==> config.mk <==
export PLATFORM = sky130hd
export DESIGN_NAME = dfa_bit_serializer
export DESIGN_NICKNAME = d
export VERILOG_FILES = /design/src/rtl/dfa_bit_serializer.sv
export SDC_FILE = /design/constraint.sdc
export NUM_CORES = 1
export LEC_CHECK = 0
export BUFFER_PORTS_ARGS = -buffer_cell sky130_fd_sc_hd__clkbuf_2
export CORE_ASPECT_RATIO = 0.9
export CORE_MARGIN = 2
export CORE_UTILIZATION = 50
export CTS_CLUSTER_SIZE = 25
export DETAILED_ROUTE_END_ITERATION = 16
export PLACE_DENSITY_LB_ADDON = 0.2
export SLEW_MARGIN = 20
export SYNTH_ARGS = -nofsm -noshare
export SYNTH_HDL_FRONTEND = slang
export SYNTH_SLANG_ARGS = --single-unit
export TNS_END_PERCENT = 50
==> constraint.sdc <==
create_clock -name clk -period 3.2 [get_ports clk]
set_clock_uncertainty 0.05 [all_clocks]
set_input_delay 0.64 -clock clk [delete_from_list [all_inputs] [get_ports clk]]
set_output_delay 0.64 -clock clk [all_outputs]
set_load 0.005 [all_outputs]
==> src/rtl/dfa_bit_serializer.sv <==
// dfa_bit_serializer
//   Feeds the serial-input DFA recognisers. It takes parallel words of variable
//   length over a valid/ready handshake and shifts them out one bit per clock,
//   MSB first. Frame start and frame end are marked so the downstream checker
//   knows when to sample accept.
//
// Ports
//   clk          rising-edge clock
//   rst          synchronous reset, active low
//   in_valid     upstream word valid
//   in_ready     word accepted this cycle (combinational)
//   in_data      word; bits [in_len-1:0] are sent, bit in_len-1 first
//   in_len       bits to send, legal 1..WIDTH
//   en           shift enable; 0 pauses the shifter
//   bit_out      serial bit to the DFA
//   bit_valid    bit_out carries a live frame bit
//   frame_start  first bit of a frame
//   frame_last   last bit of a frame
//   len_err      one-cycle pulse: a word with an illegal length was dropped
//   busy         a frame is in progress
module dfa_bit_serializer #(
    parameter int WIDTH = 8,
    parameter int LEN_W = $clog2(WIDTH + 1)
) (
    input  logic             clk,
    input  logic             rst,
    input  logic             in_valid,
    output logic             in_ready,
    input  logic [WIDTH-1:0] in_data,
    input  logic [LEN_W-1:0] in_len,
    input  logic             en,
    output logic             bit_out,
    output logic             bit_valid,
    output logic             frame_start,
    output logic             frame_last,
    output logic             len_err,
    output logic             busy
);

    typedef enum logic {IDLE, SHIFT} state_t;

    state_t           state, state_n;
    logic [WIDTH-1:0] sreg, sreg_n;
    logic [LEN_W-1:0] cnt, cnt_n;
    logic [LEN_W-1:0] flen, flen_n;     // length of the frame being sent
    logic             bo_n, bv_n, fs_n, fl_n, le_n;

    logic             xfer;
    logic             len_ok;
    logic [WIDTH-1:0] shifted;

    // Accepting on the last-bit edge of a frame keeps back-to-back frames gapless.
    assign in_ready = rst && ((state == IDLE) ||
                              (state == SHIFT && en && cnt == LEN_W'(1)));
    assign xfer     = in_valid && in_ready;
    assign len_ok   = (in_len != '0) && (in_len <= LEN_W'(WIDTH));
    assign busy     = (state == SHIFT);

    // Current bit sreg[cnt-1] brought down to bit 0.
    assign shifted  = sreg >> (cnt - 1'b1);

    always_comb begin
        state_n = state;
        sreg_n  = sreg;
        cnt_n   = cnt;
        flen_n  = flen;
        bo_n    = bit_out;       // bit_out holds whenever no bit is sent
        bv_n    = 1'b0;
        fs_n    = 1'b0;
        fl_n    = 1'b0;
        le_n    = 1'b0;

        case (state)
            IDLE: begin
                if (xfer) begin
                    if (len_ok) begin
                        state_n = SHIFT;
                        sreg_n  = in_data;
                        cnt_n   = in_len;
                        flen_n  = in_len;
                    end else begin
                        le_n = 1'b1;
                    end
                end
            end
            SHIFT: begin
                if (en) begin
                    bo_n  = shifted[0];
                    bv_n  = 1'b1;
                    fs_n  = (cnt == flen);
                    fl_n  = (cnt == LEN_W'(1));
                    cnt_n = cnt - 1'b1;
                    if (cnt == LEN_W'(1)) begin
                        // Last bit: reload on a legal word, otherwise fall back to IDLE.
                        state_n = IDLE;
                        if (xfer) begin
                            if (len_ok) begin
                                state_n = SHIFT;
                                sreg_n  = in_data;
                                cnt_n   = in_len;
                                flen_n  = in_len;
                            end else begin
                                le_n = 1'b1;
                            end
                        end
                    end
                end
            end
            default: state_n = IDLE;
        endcase
    end

    always_ff @(posedge clk) begin
        if (!rst) begin
            state       <= IDLE;
            sreg        <= '0;
            cnt         <= '0;
            flen        <= '0;
            bit_out     <= 1'b0;
            bit_valid   <= 1'b0;
            frame_start <= 1'b0;
            frame_last  <= 1'b0;
            len_err     <= 1'b0;
        end else begin
            state       <= state_n;
            sreg        <= sreg_n;
            cnt         <= cnt_n;
            flen        <= flen_n;
            bit_out     <= bo_n;
            bit_valid   <= bv_n;
            frame_start <= fs_n;
            frame_last  <= fl_n;
            len_err     <= le_n;
        end
    end

endmodule

==> key figures <==
Layout
  – Most frequent cells in the layout: 22 x dfxtp_1, 22 x clkbuf_2, 14 x nor2_1, 10 x nand2_1, 10 x mux2i_1
  – Post-layout util: 0.598
  – Ant. Diodes: 0
  – Area grow syn2layout: 15.2%
  – Final cell count without fillers: 168
  – Layout cells sized above 1: 0.220
  – Fin nets: 160

Floorplan
  – Core area: 2120 um2
  – Die width: 53.5 um
  – Die ar.: 2600 um2
  – IO Pins: 23
  – # rows: 16
  – Chip Height: 48.5 um
  – Initial Util: 0.519

Global routing
  – Total GRT Usage: 0.192
  – First-pass GRT wire length: 3750 um
  – Total gr overflow: 0
  – Largest net degree at the start of global routing: 18
  – Vias in the first global route: 911
  – Antenna violations before repair: 0

Routing
  – Post-DRT Antenna Nets: 0
  – DRC violations left: 0
  – Initial DRT Pass Iterations: 4
  – Vias: 943
  – DR WL/cell: 13.3 um
  – Drt total wl: 2240 um
  – Mean number of vias per cell: 5.61
  – DRT iter0 DRCs: 19

Power and ir drop
  – Sw power: 0.147 mW
  – Clock network fraction of design power: 0.360
  – P_leak: 0.498 nW
  – P_int: 0.453 mW
  – Sequential power share: 0.495
  – Pwr/cell area: 473 nW/um2
  – Worst IR Drop VDD: 0.000275 V
  – Combinational power share: 0.144
  – Sw Share: 0.245

Timing
  – Slew HR: 0.603
  – Worst-Margin Slew: 595 ps
  – Fmax achieved: 435 MHz
  – Fin crit share: 0.718
  – Max-slew violation count: 0
  – Setup TNS: 0 ps
  – RSZ-0062 raised after global routing: no
  – Period minus WS final: 2300 ps
  – Final hold violation count: 0
  – Final setup fails: 0

Yosys
  – Post-Synth Adder-Cell Area: 0.0227
  – Post-synthesis mux area share: 0.132
  – Simple-gate share of the synthesized area: 0.215
  – Synth warn: 0
  – Synth Area in Compound Gates: 0.137
  – Mapped Cells: 121
  – Largest family of logic cells by synthesized area: simple AND/OR/NAND/NOR gates
  – Yosys cell types: 36
  – Synth Area in XOR/XNOR: 0.0477
  – Main synth FF type: dfxtp_1
  – Mapped cell area: 1100 um2
  – Post-synthesis sequential area ratio: 0.400
  – Syn_nets: 139
  – Yosys reg bits: 22
  – Async SR Flop Fraction: 0
  – Syn_area_per_cell: 9.11 um2
  – Post-synth EDFFs: 0

CTS
  – Clk sink count: 22
  – CTS Buf Count: 3
  – Post-CTS Hold Buffers: 0
  – Post-CTS Setup Bufs: 0
  – Latest clock arrival within the worst-skew pair: 310 ps
  – Register clock-pin slew on the reported worst setup and hold paths: 130 ps
  – CTS max path bufs: 2
  – Maximum level of the CTS H-tree: 1
  – # resized after CTS: 0
  – CTS tree: built
  – Root Buffer: clkbuf_4

Critical path
  – CP required: 2510 ps
  – R2R setup slack: 1020 ps
  – CP max-delay cell: dfxtp_1
  – Worst setup EP type: output pin
  – Max incr delay on CP: 540 ps
  – Startpoint Class: flip-flop
  – CP delay by family, top: flip-flops
  – CP Max Fanout: 7
  – WP data arrival: 1610 ps
  – Worst Setup Path Type: reg2out
  – Reg2Reg Depth: 6
  – Worst path bufs/invs: 1
  – Crit-path cells: ha_1 -> nand4bb_4 -> a21oi_1 -> clkbuf_2
  – Reg2reg start: cnt[0]
  – Critical R2R Capture: sreg[6]

Hold path
  – Hold_sp: flen[1]
  – Hold Path Sink: flen[1]
  – Min-delay worst type: reg2reg
  – Hold path depth: 2

Placement
  – Routability Congestion: 0.940
  – HPWL Detailed: 1690 um
  – PortBufs: 22
  – Placed insts: 164

Outcome
  – Status: finished, final reports clean

Run
  – Max Cap Viol: 0
[synthesized netlist by cell type (all sizes together) (3+ instances only)]
cell,count,area [um2]
buf,3,21.3
clkbuf,4,15.0
a21oi,6,30.0
inv,3,11.3
nor2,14,52.6
o31ai,3,22.5
o21ai,6,30.0
nor3,5,25.0
and3,4,26.3
nand2,10,37.5
mux2i,10,100
xor2,3,26.3
xnor2,3,26.3
dfxtp,22,440
[state kept, by name, indices dropped and copies added (netlist names)]
register	flops
bit_out	1
bit_valid	1
busy	1
cnt	4
flen	4
frame_last	1
frame_start	1
len_err	1
sreg	8
[metrics by stage]
step	power [mW]	setup WS, ps	hold slack [ps]	area (um2)
2_1_floorplan	0.363	1220	399	1100
3_3_place_gp	0.388	988	419	1220
3_5_place_dp	0.390	940	432	1220
4_1_cts	0.604	891	451	1270
5_1_grt	0.625	788	459	1270
6_report	0.601	904	452	1270
[worst max-delay path by stage]
| stage | from | slack, ps | cells after the start | endpoint |
|---|---|---|---|---|
| 2_1_floorplan | rst | 1220 | 6 | cnt[2] |
| 3_3_place_gp | in_len[1] | 990 | 6 | sreg[5] |
| 3_5_place_dp | in_len[1] | 940 | 6 | sreg[6] |
| 4_1_cts | cnt[0] | 890 | 4 | in_ready |
| 5_1_grt | cnt[0] | 790 | 4 | in_ready |
| 6_report | cnt[0] | 900 | 4 | in_ready |
[area by class of cell]
type                            count  area (um2)
Tap cell                           27        33.8
Fill cell                         210         852
Clock buffer                        3        22.5
Timing Repair Buffer               23         118
Sequential cell                    22         440
Clock inverter                      1        30.0
Multi-Input combinational cell     88         611
Inverter                            4        15.0
[power by group through the flow]
stage / Combinational, mW / Sequential, mW / Clock [mW]
2_1_floorplan: 0.0657 / 0.297 / 0
6_report: 0.0867 / 0.298 / 0.217
3_5_place_dp: 0.0862 / 0.304 / 0
4_1_cts: 0.0867 / 0.297 / 0.220
3_3_place_gp: 0.0852 / 0.303 / 0
5_1_grt: 0.0964 / 0.299 / 0.229
[routing by layer]
metal / track usage / wire length [um] / up-vias
li1: - / - / 469
met1: 0.250 / 1010 / 429
met2: 0.300 / 1060 / 39
met3: 0.0463 / 141 / 6
met4: 0.0769 / 33 / 0
met5: 0 / 0 / -
[worst register-to-register path, cell delays in order, from the launching register on]
cell and delay, ps:
dfxtp_1 540, ha_1 290, nand4bb_4 170, nand2_1 170, and3_1 560, mux2i_1 250
nor2_1 60
[cell families (layout without fill, tap and decap cells)]
family                     after synthesis  in the layout
AOI/OAI and AO/OA                       23             23
xor gates and xnor gates                 6              6
adders and majority gates                2              2
buffers and inverters                   11             31
DFF                                     22             22
muxes                                   12             12
and+or+nand+nor                         45             45
(Power assumes the default switching activity.)
